<file path="config.mk">
export PLATFORM = sky130hd
export DESIGN_NAME = credit_vc_tx_port
export DESIGN_NICKNAME = d
export VERILOG_FILES = /design/src/rtl/credit_vc_tx_port_pkg.sv /design/src/rtl/credit_vc_tx_port_counter.sv /design/src/rtl/credit_vc_tx_port.sv
export SDC_FILE = /design/constraint.sdc
export NUM_CORES = 1
export LEC_CHECK = 0
export CAP_MARGIN = 30
export CORE_ASPECT_RATIO = 0.5
export CORE_MARGIN = 3
export CORE_UTILIZATION = 40
export CTS_CLUSTER_DIAMETER = 100
export DETAILED_ROUTE_END_ITERATION = 8
export DONT_BUFFER_PORTS = 1
export GPL_TIMING_DRIVEN = 0
export PLACE_DENSITY = 0.65
export SLEW_MARGIN = 0
export SYNTH_ARGS = -nofsm -noshare
export SYNTH_HDL_FRONTEND = slang
export SYNTH_SLANG_ARGS = --single-unit
</file>
<file path="constraint.sdc">
create_clock -name clk -period 4.2 [get_ports clk]
set_clock_uncertainty 0.1 [all_clocks]
set_input_delay 0.21 -clock clk [delete_from_list [all_inputs] [get_ports clk]]
set_output_delay 0.21 -clock clk [all_outputs]
set_load 0.03 [all_outputs]
</file>
<file path="src/rtl/credit_vc_tx_port_pkg.sv">
// Shared definitions for the credit-based VC transmit port:
// flit field layout helpers and credit counter sizing.
package credit_vc_tx_port_pkg;

    localparam int DEFAULT_A_W = 8;
    localparam int DEFAULT_D_W = 16;

    function automatic int flit_w(int a_w, int d_w);
        return a_w + d_w + 1;
    endfunction

    function automatic int last_pos(int a_w, int d_w);
        return a_w + d_w;
    endfunction

    function automatic int addr_lsb(int d_w);
        return d_w;
    endfunction

    function automatic int cnt_w(int credits);
        return (credits < 1) ? 1 : $clog2(credits + 1);
    endfunction

endpackage

</file>
<file path="src/rtl/credit_vc_tx_port_counter.sv">
// Single-VC credit counter: decrements on send, increments on return,
// saturates at the initial credit value and flags overflow stickily.
module credit_vc_counter #(
    parameter int CREDITS = 3,
    parameter int CW      = 2
) (
    input  logic          clk,
    input  logic          rst,
    input  logic          send,
    input  logic          ret,
    output logic [CW-1:0] cnt,
    output logic          ovf
);

    always_ff @(posedge clk or negedge rst) begin
        if (!rst) begin
            cnt <= CW'(CREDITS);
            ovf <= 1'b0;
        end else if (send && !ret) begin
            if (cnt != '0)
                cnt <= cnt - 1'b1;
        end else if (ret && !send) begin
            if (cnt == CW'(CREDITS))
                ovf <= 1'b1;
            else
                cnt <= cnt + 1'b1;
        end
    end

endmodule

</file>
<file path="src/rtl/credit_vc_tx_port.sv">
// Output-side credit manager and VC arbiter for one switch port:
// per-VC credit tracking, static/round-robin arbitration, packet lock.
module credit_vc_tx_port
    import credit_vc_tx_port_pkg::*;
#(
    parameter int VC_W        = 2,
    parameter int A_W         = DEFAULT_A_W,
    parameter int D_W         = DEFAULT_D_W,
    parameter int CREDITS     = 3,
    parameter int FAIR_VC_ARB = 0,
    parameter int PKT_LOCK    = 1,
    localparam int FW         = flit_w(A_W, D_W),
    localparam int CW         = cnt_w(CREDITS)
) (
    input  logic                 clk,
    input  logic                 rst,
    input  logic [VC_W-1:0]      i_v,
    input  logic [VC_W*FW-1:0]   i_d,
    output logic [VC_W-1:0]      i_b,
    output logic [VC_W-1:0]      o_v,
    output logic [FW-1:0]        o_d,
    input  logic [VC_W-1:0]      credit_gnt,
    output logic [VC_W*CW-1:0]   credit_cnt,
    output logic                 err_ovf
);

    localparam int VIW = (VC_W > 1) ? $clog2(VC_W) : 1;
    localparam int LP  = last_pos(A_W, D_W);

    logic [VC_W-1:0] elig;
    logic [VC_W-1:0] send;
    logic [VC_W-1:0] ovf;
    logic            locked;
    logic [VIW-1:0]  lock_vc;
    logic [VIW-1:0]  ptr;
    logic            st_v, rr_v, gnt;
    logic [VIW-1:0]  st_g, rr_g, g;
    logic [FW-1:0]   flit;
    logic            flit_last;

    for (genvar k = 0; k < VC_W; k++) begin : g_vc
        assign elig[k] = i_v[k] & (|credit_cnt[k*CW +: CW]);

        credit_vc_counter #(
            .CREDITS (CREDITS),
            .CW      (CW)
        ) u_cnt (
            .clk  (clk),
            .rst  (rst),
            .send (send[k]),
            .ret  (credit_gnt[k]),
            .cnt  (credit_cnt[k*CW +: CW]),
            .ovf  (ovf[k])
        );
    end

    // Round-robin: smallest eligible index >= ptr wins, else smallest overall.
    always_comb begin
        st_v = 1'b0;
        st_g = '0;
        rr_v = 1'b0;
        rr_g = '0;
        for (int k = VC_W - 1; k >= 0; k--) begin
            if (elig[k]) begin
                st_v = 1'b1;
                st_g = VIW'(k);
            end
            if (elig[k] && VIW'(k) < ptr) begin
                rr_v = 1'b1;
                rr_g = VIW'(k);
            end
        end
        for (int k = VC_W - 1; k >= 0; k--) begin
            if (elig[k] && VIW'(k) >= ptr) begin
                rr_v = 1'b1;
                rr_g = VIW'(k);
            end
        end
    end

    always_comb begin
        if (PKT_LOCK != 0 && locked) begin
            gnt = elig[lock_vc];
            g   = lock_vc;
        end else if (FAIR_VC_ARB != 0) begin
            gnt = rr_v;
            g   = rr_g;
        end else begin
            gnt = st_v;
            g   = st_g;
        end
        if (!rst)
            gnt = 1'b0;
    end

    // Only the granted VC's flit reaches the mux output.
    always_comb begin
        flit = '0;
        send = '0;
        for (int k = 0; k < VC_W; k++) begin
            if (g == VIW'(k)) begin
                flit    = i_d[k*FW +: FW];
                send[k] = gnt;
            end
        end
    end

    assign flit_last = flit[LP];
    assign i_b       = ~send;
    assign err_ovf   = |ovf;

    always_ff @(posedge clk or negedge rst) begin
        if (!rst) begin
            o_v     <= '0;
            o_d     <= '0;
            locked  <= 1'b0;
            lock_vc <= '0;
            ptr     <= '0;
        end else begin
            o_v <= send;
            if (gnt) begin
                o_d <= flit;
                if (PKT_LOCK != 0) begin
                    locked  <= !flit_last;
                    lock_vc <= g;
                end
                if (PKT_LOCK == 0 || flit_last)
                    ptr <= (int'(g) == VC_W - 1) ? '0 : g + 1'b1;
            end
        end
    end

endmodule

</file>
== After elaboration in Yosys (flattened, before gate mapping) ==
Index checks and enable logic that the tools add are counted.
Cells by class
  bitwise logic cells: 5
  magnitude comparators: 1
  reduce and logical (&&, ||, !) cells: 20
  equal/unequal tests: 6
  mux-type cells: 19
  add/subtract/negate cells: 4
Operator list (number)
  2-to-1 mux 25 bit: 1
  2-to-1 mux 2 bit: 8
  AND reduction 3 bit: 4
  2-to-1 mux 1 bit: 10
  nonzero test 2 bit: 4
  OR reduction 2 bit: 3
  zero test 1 bit: 5
  adder 2 x 1 -> 2 bit, second input constant: 2
  == test 2 bit, second input constant: 2
  logical AND 1 bit: 4
  inequality test 2 x 1 -> 1 bit, second input constant: 2
  inequality test 2 bit, second input constant: 2
  subtractor 2 x 1 -> 2 bit, second input constant: 2
  bitwise AND 1 bit: 2
  less-than comparator 1 x 2 -> 1 bit, second input constant: 1
  NOT 1 bit: 2
  NOT 2 bit: 1
Storage, ports and cells
  flip-flop bits (word level): 35

== Longest topological paths before layout ==
Gate-level depths: netlist of the first run.
  depth in word-level cells: 11
  mapped depth: 6
  depth with buffers taken out: 5

== Cells and area by module ==
A second synthesis of the first run with hierarchy kept.
Unflattened totals
  cells, all modules: 190
  area total of the unflattened synthesis: 1955.6 µm²
Modules (own cells, without submodules)
  credit_vc_tx_port: sequential area each 725.7 µm², area an instance 1622.8 µm², times used 1, cells an instance 158
  credit_vc_counter: sequential area each 77.6 µm², area an instance 166.4 µm², times used 2, cells an instance 16

== Worst setup path after synthesis of the first run ==
OpenSTA, ideal clock, no wires.
  path type: reg-to-reg
  start point: register g_vc[0].u_cnt.cnt[0]
  end point: register o_d[10]
  data arrival time: 1.702 ns
  path slack: 2.280 ns
  library setup time: 0.118 ns
  cell stages (with the launch flop): 7
  period minus slack after synthesis: 1.920 ns
  required time: 3.982 ns
  cell sequence: dfstp_2 -> o21ai_2 -> o2111ai_4 -> inv_6 -> buf_6 -> a22o_1 -> a21o_1
On the way
  cells in the longest elaborated chain, start to end: 6
Ends and longest elaborated chain
  start, declared: line credit_vc_tx_port_counter.sv:11  | output logic [CW-1:0] cnt,
  start signal, assigned: line credit_vc_tx_port_counter.sv:17  | cnt <= CW'(CREDITS);
  start signal, assigned: line credit_vc_tx_port_counter.sv:21  | cnt <= cnt - 1'b1;
  start signal, assigned: line credit_vc_tx_port_counter.sv:26  | cnt <= cnt + 1'b1;
  OR reduction 2 bit *: line credit_vc_tx_port.sv:42  | assign elig[k] = i_v[k] & (|credit_cnt[k*CW +: CW]);
  bitwise AND 1 bit *: line credit_vc_tx_port.sv:42
  2-to-1 mux 1 bit (implied by the code) (2 in series): line credit_vc_tx_port.sv:83  | gnt = elig[lock_vc];
  2-to-1 mux 1 bit: line credit_vc_tx_port.sv:82  | if (PKT_LOCK != 0 && locked) begin
  2-to-1 mux 1 bit: line credit_vc_tx_port.sv:92  | if (!rst)
  end signal, assigned: line credit_vc_tx_port.sv:122  | o_d <= flit;
  end, declared: line credit_vc_tx_port.sv:21  | output logic [FW-1:0] o_d,
Every way passes the cells marked *; elsewhere a longest branch is shown, timed or not. The select of a mux whose other input is x is not followed.
A chain may end at the register's enable or synchronous reset.

== Worst setup path after layout of the first run ==
  start point: register g_vc[0].u_cnt.cnt[0]
  end point: register o_d[4]
The elaborated chain is that of the path after synthesis.

==> results.txt, run 1 <==
----------------------------------------------------
[Timing]
  Maximum clock rate ... around 480 MHz
  Fin crit share ... 0.493
  Minimum setup slack in the final design ... approximately 2100 ps
  Transition time at the pin with the least slew margin ... about 500 ps
  Final-report hold violation count ... 0
  Final min period ... about 2100 ps
  Final number of setup-violating endpoints ... 0
  Setup repair after global routing missed its margin ... no
  Final count of pins violating max slew ... 0
  Relative max-transition margin ... 0.665
  Sum of negative setup slack ... 0 ps

[Setup path]
  Crit path max-delay cell type ... dfstp_2
  Worst reg2reg setup slack ... 2130 ps
  Critical path cell sequence ... o21ai_2 > o2111ai_4 > inv_6 > buf_6 > a22o_1 > a21o_1
  Crit path max fanout ... 10
  Crit. End Element ... register
  Worst endpoint required time ... about 4300 ps
  Max incr delay on CP ... between 600 and 700 ps
  Arrival time of the worst setup path ... ~2100 ps
  Worst Path Class, Setup ... reg2reg
  Startpoint type of the worst setup path ... register

[Cells and area]
  Leading cell types in the layout, fill and taps excluded ... dfrtp_1, a21o_1, a22o_1, clkbuf_8
  Most common cell after layout, fill and taps aside ... dfrtp_1
  Number of nets in the finished design ... between 150 and 200
  Proportion of layout cells with a drive suffix above 1 ... 0.203
  Number of fillers in the final layout ... approximately 350
  # diodes ... 0
  Area delta synth->final ... 13.5%

[Clock network]
  Clk Tree Root Cell ... clkbuf_8
  Maximum root-to-sink buffer count ... 2
  Maximum level of the CTS H-tree ... 2
  Hold bufs inserted after CTS ... 4
  Skew-Pair Late Insertion Delay ... ~280 ps
  Resized Gates After CTS ... 0
  TritonCTS clock tree ... yes
  TritonCTS Buffers ... 5
  Clock transition at the registers of the reported paths ... around 70 ps
  Clk sinks ... 35
  Post-CTS setup buffer count ... 0

[Synthesis]
  Dominant register cell in the synthesized netlist ... dfrtp_1
  Synth Instances ... ~130
  Post-Syn Area per Cell ... roughly 13 µm²
  Count of distinct cell types in the synthesized netlist ... 31
  Count of flip-flops with a built-in enable after synthesis ... 0
  Area of the mapped netlist ... 1600 µm²
  Proportion of synthesized chip area in sequential cells ... 0.552
  FF+latch count, synth ... 35
  Post-synthesis async set-or-reset flop share ... 1.00
  Total nets after synthesis ... 181
  YS warnings ... 0

[Detailed routing]
  Antenna viol nets, final ... 0
  Met1 layer wirelength in the final routing ... between 1.5 and 2 mm
  Iteration-0 DRC count of the detailed router ... 20
  Drt first pass iters ... 4
  Via total after detailed routing ... 1,119
  Uppermost layer routed ... met4
  Number of remaining DRC errors ... 0
  Total Wirelength ... about 3.6 mm
  Met3 layer wire length in the routed design ... between 200 and 300 µm
  Average wire per standard cell ... 19.2 µm
  Via density per instance ... ~6
  Total met2 wirelength after detailed routing ... 1.75 mm

[GRT]
  GRT Residual Overflow ... 0
  Antenna violations before repair ... 0
  Wire length of the first global-routing pass ... 5.58 mm
  Vias in the first global route ... ~1,100
  Maximum number of pins on one net before global-route repair ... 36
  Global Route Usage Sum ... 0.155

[Power and ir drop]
  Power density over the cells ... about 640 nW/µm²
  IR drop worst, VDD ... 0.262 mV
  Static leakage power ... 0.000907 µW

[Floorplanning]
  Die Area ... around 4800 µm²
  Top-level port count ... 90
  Rows ... 15
  Die boundary width ... between 90 and 100 µm
  Effective utilization at floorplan ... 0.440
  Floorplan Core Area ... 3620 µm²
  Die boundary height ... approximately 51 µm

[Placement]
  Post-Place Worst Slack ... about 2100 ps
  Gpl congestion ... between 0.7 and 0.8
  # port buffers ... 0
  HPWL Detailed ... 2.60 mm

[Job]
  Maxcap violations ... 0

[Status]
  Run status ... finished clean

[Hold path]
  Worst hold path class ... in2reg

----------------------------------------------------
## per-layer routing
layer	vias up	GRT usage
li1	503	-
met1	574	0.196
met2	40	0.241
met3	2	0.0614
met4	0	0.0502
met5	-	0
## power by group
group / switching, µW / internal (µW) / total (µW) / leakage (µW)
registers: 266 / 438 / 704 / 0.000415
logic: 99.6 / 109 / 208 / 0.000444
clock network: 116 / 132 / 248 / 0.0000482
total: 481 / 679 / 1160 / 0.000907
## path summary, 6_finish.rpt
kind,startpoint,endpoint,depth (start not counted)
min,credit_gnt[0],g_vc[0].u_cnt.ovf,1
min in group asynchronous,rst,o_d[4],2
max reg2reg,g_vc[0].u_cnt.cnt[0],o_d[4],6
max,g_vc[0].u_cnt.cnt[0],o_d[4],6
max in group asynchronous,rst,g_vc[0].u_cnt.cnt[0],2
min reg2reg,g_vc[0].u_cnt.ovf,g_vc[0].u_cnt.ovf,1
## logic make-up (layout without fill, tap and decap cells)
logic type / Yosys count / after routing / share of synthesized area
compound gates: 68 / 68 / 0.349
buf+inv: 11 / 24 / 0.0533
simple gates: 9 / 9 / 0.0345
flops: 35 / 35 / 0.552
xor+xnor: 2 / 2 / 0.0110
## synth_stat cells, types with 2 or more instances
library cell	instances	area share
o21ai_0	4	0.013
inv_1	3	0.0071
nand2_1	3	0.0071
a22o_1	23	0.13
buf_2	2	0.0063
a21o_1	26	0.12
o22ai_1	2	0.0078
xnor2_1	2	0.011
dfstp_2	4	0.066
a21oi_1	3	0.0094
buf_6	3	0.021
dfrtp_1	31	0.49
## sequential cells by signal (all words and copies together), names as in the netlist
name / count
g_vc.u_cnt.cnt: 4
g_vc.u_cnt.ovf: 2
lock_vc: 1
locked: 1
o_d: 25
o_v: 2
## stage by stage
stage	utilization	cell area, µm²	total power [µW]	std cells	hold WS (ps)
final	0.500	1810	1160	189	14.6
after global routing	0.500	1810	1230	189	5.53
after CTS	0.497	1800	1180	188	0.875
after detailed placement	0.458	1660	914	176	-185
after global placement	0.458	1660	901	176	-185
after floorplan	-	1600	857	125	-186
## critical path: cells and delay by family, from the launching register on
family          cells  cell delay (ps)
flops               1              680
compound gates      4              900
buf+inv             2              280
## layout make-up
cell class                      count  area, µm²  area share
Clock buffer                        7       86.3      0.0477
Buffer                              6       58.8      0.0325
Clock inverter                      1       5.00     0.00276
Inverter                            5       26.3      0.0145
Sequential cell                    35        881       0.487
Timing Repair Buffer                5       60.1      0.0332
Multi-Input combinational cell     79        629       0.348
Tap cell                           51       63.8      0.0352
Power figures use the tool's default switching activity.
==> inputs of run 2 (changes only) <==
PLACE_DENSITY = 0.67   (was 0.65)
clock period = 1.8 ns   (was 4.2 ns; I/O delays follow)
==> run 2 against run 1 <==
Sequential share of layout area is 11 points lower; clock power grew 130%; critical path depth did not move; largest power group unchanged; critical path type unchanged; cell area rose by 29%; sequential power up 130%; register-to-register slack got worse by 2400 ps; critical endpoint is now o_d[9]; count of clock-buffer cells in the layout is the same; the flow now finishes with violations (negative setup slack); total power rose by 140%; highest routed layer unchanged; final cell count up 26%; fmax is 0.79% lower.
==> results.txt, run 2 (synthesis gave the netlist of run 1 again) <==
----------------------------------------------------
[Status]
  Run status ... complete, but fails checks (was finished clean)
  Failing checks ... negative setup slack

[Clock network]
  TritonCTS Buffers ... 5 (unchanged)
  Clk Tree Root Cell ... clkbuf_8 (unchanged)
  Post-CTS setup buffer count ... 0 (unchanged)
  Clock transition at the registers of the reported paths ... 70 ps (about the same)
  Clk sinks ... 35 (unchanged)
  TritonCTS clock tree ... yes (unchanged)
  Maximum root-to-sink buffer count ... 2 (unchanged)
  Maximum level of the CTS H-tree ... 2 (unchanged)
  Skew-Pair Late Insertion Delay ... 280 ps (about the same)

[Timing]
  Setup repair after global routing missed its margin ... yes (was no)
  Final number of setup-violating endpoints ... 29 (was 0)
  Final-report hold violation count ... 0 (unchanged)
  Minimum setup slack in the final design ... -286 ps (was 2130 ps)
  Final min period ... 2090 ps (was 2070 ps)
  Fin crit share ... 1.16 (was 0.493)
  Final count of pins violating max slew ... 0 (unchanged)
  Transition time at the pin with the least slew margin ... 505 ps (was 502 ps)
  Maximum clock rate ... 479 MHz (was 483 MHz)
  Relative max-transition margin ... 0.663 (was 0.665)

[Floorplanning]
  Die Area ... 4830 µm² (unchanged)
  Floorplan Core Area ... 3620 µm² (unchanged)
  Rows ... 15 (unchanged)
  Effective utilization at floorplan ... 0.440 (unchanged)
  Top-level port count ... 90 (unchanged)
  Die boundary width ... 95.3 µm (unchanged)
  Die boundary height ... 50.7 µm (unchanged)

[GRT]
  GRT Residual Overflow ... 0 (unchanged)
  Wire length of the first global-routing pass ... 6.89 mm (was 5.58 mm)
  Antenna violations before repair ... 0 (unchanged)
  Maximum number of pins on one net before global-route repair ... 36 (unchanged)
  Global Route Usage Sum ... 0.189 (was 0.155)
  Vias in the first global route ... 1,372 (was 1,103)

[Detailed routing]
  Drt first pass iters ... 4 (unchanged)
  Antenna viol nets, final ... 0 (unchanged)
  Number of remaining DRC errors ... 0 (unchanged)
  Via density per instance ... 5.58 (was 5.92)
  Iteration-0 DRC count of the detailed router ... 57 (was 20)
  Average wire per standard cell ... 18.3 µm (was 19.2 µm)
  Total Wirelength ... 4.37 mm (was 3.63 mm)
  Via total after detailed routing ... 1,327 (was 1,119)

[Power and ir drop]
  Portion of total power attributed to combinational logic ... 0.212 (was 0.179)
  Flop pwr share ... 0.583 (was 0.607)
  Switching power as a share of total power ... 0.412 (was 0.415)
  Power density over the cells ... 1210 nW/µm² (was 641 nW/µm²)
  Internal Dissipation ... 1660 µW (was 679 µW)
  IR drop worst, VDD ... 0.509 mV (was 0.262 mV)
  Net switching power ... 1160 µW (was 481 µW)
  Overall power ... 2830 µW (was 1160 µW)
  Static leakage power ... 0.00112 µW (was 0.000907 µW)
  Clock share of power ... 0.205 (was 0.214)

[Cells and area]
  Post-layout utilization of the core ... 0.642 (was 0.500)
  Most common cell after layout, fill and taps aside ... dlygate4sd3_1 (was dfrtp_1)
  Top reg by flops ... o_d (unchanged)
  Post-Layout Inst Area ... 2330 µm² (was 1810 µm²)
  Area of the multi-input gates ... 646 µm² (was 629 µm²)
  Number of nets in the finished design ... 242 (was 193)
  Footprint of the flip-flops and latches ... 881 µm² (unchanged)
  Number of flip-flops under the largest register name ... 25 (unchanged)
  Area delta synth->final ... 45.9% (was 13.5%)
  Largest regs ... o_d: 25 flops, g_vc.u_cnt.cnt: 4 flops (unchanged)
  Number of fillers in the final layout ... 276 (was 345)
  # diodes ... 0 (unchanged)
  Proportion of layout cells with a drive suffix above 1 ... 0.150 (was 0.203)
  Leading cell types in the layout, fill and taps excluded ... dlygate4sd3_1, dfrtp_1, a21o_1, a22o_1, clkbuf_8 (was dfrtp_1, a21o_1, a22o_1, clkbuf_8)

[Setup path]
  Arrival time of the worst setup path ... 2150 ps (was 2140 ps)
  Buffers plus inverters on the worst setup path ... 2 (unchanged)
  Family with the most delay on the worst path ... compound AO/OA/AOI/OAI gates (unchanged)
  Crit path max-delay cell type ... dfstp_2 (unchanged)
  Crit path max fanout ... 10 (unchanged)
  Startpoint type of the worst setup path ... register (unchanged)
  Worst Path Class, Setup ... reg2reg (unchanged)
  Max incr delay on CP ... 690 ps (was 680 ps)
  Critical path cell sequence ... o21ai_2 > o2111ai_4 > inv_6 > buf_6 > a22o_1 > a21o_1 (unchanged)
  Crit. End Element ... register (unchanged)
  Worst endpoint required time ... 1860 ps (was 4270 ps)

[Placement]
  Total placed instance area ... 1670 µm² (was 1660 µm²)
  HPWL Detailed ... 2.53 mm (was 2.60 mm)
  Gpl congestion ... 0.687 (was 0.707)
  # port buffers ... 0 (unchanged)

[Hold path]
  Worst hold path class ... in2reg (unchanged)

[Job]
  Maxcap violations ... 0 (unchanged)

----------------------------------------------------
[run 2: cell types whose count changed in the layout (fill, tap and decap cells not counted), sizes merged]
cell / change
dlygate4sd3: +49
[run 2: power groups by stage]
stage | sequential (µW) | clock (µW) | combinational (µW)
2_1_floorplan | 1600 | 0 | 402
3_3_place_gp | 1660 | 0 | 450
3_5_place_dp | 1670 | 0 | 468
4_1_cts | 1650 | 598 | 589
5_1_grt | 1670 | 632 | 659
6_report | 1650 | 580 | 599
[run 2: per-stage QoR]
| step | hold slack, ps | setup TNS [ps] | instances | setup WS (ps) |
|---|---|---|---|---|
| 2_1_floorplan | -306 | -2080 | 125 | -119 |
| 3_3_place_gp | -305 | -5210 | 176 | -259 |
| 3_5_place_dp | -305 | -5820 | 176 | -274 |
| 4_1_cts | 29.5 | -5940 | 238 | -279 |
| 5_1_grt | 5.22 | -8090 | 238 | -368 |
| 6_report | 2.17 | -5730 | 238 | -286 |
[run 2: layout make-up]
| class | count | area share |
|---|---|---|
| plain buffers | 6 | 0.0274 |
| clock buffers | 7 | 0.0371 |
| clock inverters | 1 | 0.00215 |
| inverters | 5 | 0.0134 |
| multi-input cells | 79 | 0.277 |
| flip-flops and latches | 35 | 0.378 |
| well taps | 51 | 0.0274 |
| repair buffers | 54 | 0.237 |
[run 2: path summary, 6_finish.rpt]
path | cells after the start | endpoint | slack (ps) | startpoint
max | 6 | o_d[9] | -290 | g_vc[0].u_cnt.cnt[0]
min reg2reg | 1 | g_vc[0].u_cnt.ovf | 360 | g_vc[0].u_cnt.ovf
max in group asynchronous | 2 | g_vc[1].u_cnt.cnt[0] | 1180 | rst
min | 2 | o_d[20] | 2 | rst
max reg2reg | 6 | o_d[9] | -290 | g_vc[0].u_cnt.cnt[0]
min in group asynchronous | 2 | lock_vc | 170 | rst
[run 2: per-layer routing]
layer	track usage	vias up	wire [µm]
met1	0.217	677	1770
met5	0	-	0
li1	-	608	-
met2	0.337	36	2360
met3	0.0539	6	193
met4	0.0646	0	48
[run 2: repair_timing]
| action | 4_1_cts | 5_1_grt |
|---|---|---|
| endpoints found under the setup margin | 30 | 32 |
| hold endpoints to repair | 67 | 0 |
| gates resized for setup | 3 | 3 |
| hold buffers | 54 | 0 |
| pin swaps | 1 | 1 |
[run 2: worst reg2reg max path, delay by kind of cell, from the launching register on]
family	cells	cell delay (ps)
AO/OA/AOI/OAI	4	910
flip-flops	1	690
buffers and inverters	2	280
==> inputs of run 3 (changes only) <==
ABC_AREA = 1   (was default)
ABC_CLOCK_PERIOD_IN_PS = 1800   (was default)
==> run 3 against run 2 <==
The flow still finishes with violations (negative setup slack); combinational power rose to 2.9 times the previous value; flip-flop and latch count is the same; non-clock buffer count up 7; critical endpoint is now i_b[1].
==> results.txt, run 3 <==
----------------------------------------------------
[Status]
  Run status ... complete, but fails checks (unchanged)
  Failing checks ... negative setup slack (unchanged)

[Clock network]
  Clock transition at the registers of the reported paths ... 70 ps (about the same)
  Clk sinks ... 35 (unchanged)
  Clk Tree Root Cell ... clkbuf_8 (unchanged)
  Maximum level of the CTS H-tree ... 2 (unchanged)
  TritonCTS Buffers ... 5 (unchanged)
  Skew-Pair Late Insertion Delay ... 280 ps (about the same)
  Maximum root-to-sink buffer count ... 2 (unchanged)
  TritonCTS clock tree ... yes (unchanged)

[Synthesis]
  Synthesized-area fraction occupied by adder cells ... 0 (unchanged)
  Post-synth top area cell ... dfrtp_1 (unchanged)
  Post-Syn Area per Cell ... 9.09 µm² (was 12.8 µm²)
  Count of distinct cell types in the synthesized netlist ... 20 (was 31)
  Multiplexer share of the synthesized area ... 0 (unchanged)
  Proportion of synthesized chip area in sequential cells ... 0.478 (was 0.552)
  Area fraction in and, or, nand and nor cells after synthesis ... 0.444 (was 0.0345)
  Commonest cells in the synthesized netlist ... nand2_1, dfrtp_1, nand2_2 (was dfrtp_1, a21o_1, a22o_1)
  Area fraction of the dominant cell type after synthesis ... 0.421 (was 0.486)
  Area of the mapped netlist ... 1840 µm² (was 1600 µm²)
  Total nets after synthesis ... 259 (was 181)
  Post-synthesis async set-or-reset flop share ... 1.00 (unchanged)
  Count of flip-flops with a built-in enable after synthesis ... 0 (unchanged)
  FF+latch count, synth ... 35 (unchanged)
  Synth Instances ... 203 (was 125)
  Synthesized-area fraction occupied by xor and xnor cells ... 0 (was 0.0110)
  YS warnings ... 0 (unchanged)
  Compound-Gate Fraction of Synth Area ... 0.0190 (was 0.349)
  Cell types occupying the most area after synthesis ... dfrtp_1, nand2_1, nand3_2, nand2_2, dfstp_2 (was dfrtp_1, a22o_1, a21o_1, dfstp_2, buf_6)
  Most frequently used cell type in the post-synthesis netlist ... nand2_1 (was dfrtp_1)
  Main combinational cell family by area after synthesis ... simple AND/OR/NAND/NOR gates (was compound AO/OA/AOI/OAI gates)
  Dominant register cell in the synthesized netlist ... dfrtp_1 (unchanged)

[Cells and area]
  Most common cell after layout, fill and taps aside ... nand2_1 (was dlygate4sd3_1)
  Largest regs ... o_d: 25 flops, g_vc.u_cnt.cnt: 4 flops (unchanged)
  Leading cell types in the layout, fill and taps excluded ... nand2_1, dlygate4sd3_1, nand2_2, dfrtp_1, nand3_2 (was dlygate4sd3_1, dfrtp_1, a21o_1, a22o_1, clkbuf_8)
  # diodes ... 0 (unchanged)
  Number of fillers in the final layout ... 321 (was 276)
  Number of flip-flops under the largest register name ... 25 (unchanged)
  Area delta synth->final ... 51.8% (was 45.9%)
  Post-layout instance count excluding filler cells ... 327 (was 238)
  Proportion of layout cells with a drive suffix above 1 ... 0.399 (was 0.150)
  Post-Layout Inst Area ... 2800 µm² (was 2330 µm²)
  Number of nets in the finished design ... 328 (was 242)
  Top reg by flops ... o_d (unchanged)

[Floorplanning]
  Top-level port count ... 90 (unchanged)
  Die boundary height ... 54.0 µm (was 50.7 µm)
  Die Area ... 5510 µm² (was 4830 µm²)
  Floorplan Core Area ... 4160 µm² (was 3620 µm²)
  Effective utilization at floorplan ... 0.443 (was 0.440)
  Die boundary width ... 102 µm (was 95.3 µm)
  Rows ... 16 (was 15)

[Detailed routing]
  Drt first pass iters ... 4 (unchanged)
  Antenna viol nets, final ... 0 (unchanged)
  Total Wirelength ... 5.26 mm (was 4.37 mm)
  Via total after detailed routing ... 1,652 (was 1,327)
  Via density per instance ... 5.05 (was 5.58)
  Number of remaining DRC errors ... 0 (unchanged)
  Iteration-0 DRC count of the detailed router ... 50 (was 57)
  Average wire per standard cell ... 16.1 µm (was 18.3 µm)

[GRT]
  Maximum number of pins on one net before global-route repair ... 37 (was 36)
  Global Route Usage Sum ... 0.184 (was 0.189)
  Wire length of the first global-routing pass ... 7.66 mm (was 6.89 mm)
  Vias in the first global route ... 1,638 (was 1,372)
  GRT Residual Overflow ... 0 (unchanged)
  Antenna violations before repair ... 0 (unchanged)

[Power and ir drop]
  Static leakage power ... 0.00139 µW (was 0.00112 µW)
  IR drop worst, VDD ... 0.932 mV (was 0.509 mV)
  Clock share of power ... 0.134 (was 0.205)
  Internal Dissipation ... 2230 µW (was 1660 µW)
  Net switching power ... 2220 µW (was 1160 µW)
  Flop pwr share ... 0.482 (was 0.583)
  Power density over the cells ... 1590 nW/µm² (was 1210 nW/µm²)
  Portion of total power attributed to combinational logic ... 0.384 (was 0.212)
  Switching power as a share of total power ... 0.499 (was 0.412)
  Overall power ... 4460 µW (was 2830 µW)

[Timing]
  Fin crit share ... 1.01 (was 1.16)
  Final number of setup-violating endpoints ... 16 (was 29)
  Final count of pins violating max slew ... 0 (unchanged)
  Transition time at the pin with the least slew margin ... 349 ps (was 505 ps)
  Relative max-transition margin ... 0.767 (was 0.663)
  Minimum setup slack in the final design ... -21.9 ps (was -286 ps)
  Final-report hold violation count ... 0 (unchanged)
  Final min period ... 1820 ps (was 2090 ps)
  Setup repair after global routing missed its margin ... yes (unchanged)
  Maximum clock rate ... 549 MHz (was 479 MHz)
  Worst-case hold slack ... 130 ps (was 2.17 ps)

[Hold path]
  Endpoint, Worst Hold ... o_d[24] (was o_d[20])
  Startpoint of the worst hold path ... rst (unchanged)
  Worst hold path class ... in2reg (unchanged)
  Instance count along the most critical hold path ... 5 (was 2)

[Job]
  Maxcap violations ... 0 (unchanged)

[Placement]
  Dpl cells ... 257 (was 176)
  Post-Place Worst Slack ... -219 ps (was -274 ps)
  HPWL Detailed ... 2.98 mm (was 2.53 mm)
  Gpl congestion ... 0.818 (was 0.687)
  Total placed instance area ... 1910 µm² (was 1670 µm²)
  # port buffers ... 0 (unchanged)

[Setup path]
  Worst endpoint required time ... 1610 ps (was 1860 ps)
  Register-to-Register Path Depth ... 9 (was 6)
  Crit. End Element ... output pin (was register)
  Crit Reg-Reg Endpoint ... o_d[7] (was o_d[9])
  Startpoint type of the worst setup path ... register (unchanged)
  Crit path max fanout ... 4 (was 10)
  Reg-to-Reg Start ... g_vc[0].u_cnt.cnt[0] (unchanged)
  Worst reg2reg setup slack ... -10 ps (was -290 ps)
  Worst Path Class, Setup ... reg2out (was reg2reg)
  Arrival time of the worst setup path ... 1630 ps (was 2150 ps)

----------------------------------------------------
-- run 3: worst max-delay path, stage by stage (launching register included) --
cell and delay (ps):
dfstp_2 660, inv_2 90, nand2_4 90, nand3_4 90, a21oi_4 250, nand2_4 150
-- run 3: kinds of logic (layout without fill, tap and decap cells) --
logic type | Yosys count | after routing
flops | 35 | 35
simple gates | 144 | 145
buf+inv | 18 | 87
compound gates | 6 | 6
-- run 3: routing by layer --
metal  track usage  vias up  part of all wire
met5             0        -                 0
met4        0.0719        0             0.021
met3        0.0414       13             0.043
met2         0.345       51              0.54
met1         0.208      809              0.40
li1              -      779                 -
-- run 3: cell type report --
| cell class | count | area (µm²) | area share |
|---|---|---|---|
| Buffer | 6 | 80.1 | 0.0286 |
| Timing Repair Buffer | 61 | 633 | 0.226 |
| Sequential cell | 35 | 881 | 0.315 |
| Clock inverter | 1 | 5.00 | 0.00179 |
| Tap cell | 54 | 67.6 | 0.0241 |
| Clock buffer | 7 | 86.3 | 0.0308 |
| Inverter | 12 | 45.0 | 0.0161 |
| Multi-Input combinational cell | 151 | 1000 | 0.358 |
-- run 3: repair_timing --
action	4_1_cts	5_1_grt
pin swaps	3	16
endpoints found under the hold margin	67	0
hold buffers	54	0
setup endpoints to repair	19	33
setup buffers	3	3
cloned	0	2
gates resized for setup	8	35
-- run 3: how the worst max path moves through the flow --
stage,slack [ps],to,start
3_5_place_dp,-220,g_vc[1].u_cnt.cnt[1],g_vc[1].u_cnt.cnt[1]
3_3_place_gp,-160,g_vc[1].u_cnt.cnt[0],g_vc[0].u_cnt.cnt[0]
2_1_floorplan,10,g_vc[1].u_cnt.cnt[1],g_vc[0].u_cnt.cnt[0]
4_1_cts,-5,i_b[0],g_vc[1].u_cnt.cnt[0]
6_report,-20,i_b[1],g_vc[0].u_cnt.cnt[0]
5_1_grt,-110,o_d[10],g_vc[0].u_cnt.cnt[1]
-- run 3: through the flow --
stage	TNS (ps)	utilization
final	-127	0.672
after global placement	-813	0.459
after detailed placement	-947	0.459
after floorplan	0	-
after CTS	-14.0	0.630
after global routing	-2810	0.672
-- run 3: power groups by stage --
stage | Combinational, µW | Clock (µW) | Sequential (µW)
2_1_floorplan | 1070 | 0 | 2060
3_3_place_gp | 1200 | 0 | 2150
3_5_place_dp | 1250 | 0 | 2160
4_1_cts | 1470 | 615 | 2140
5_1_grt | 1880 | 645 | 2190
6_report | 1710 | 596 | 2150
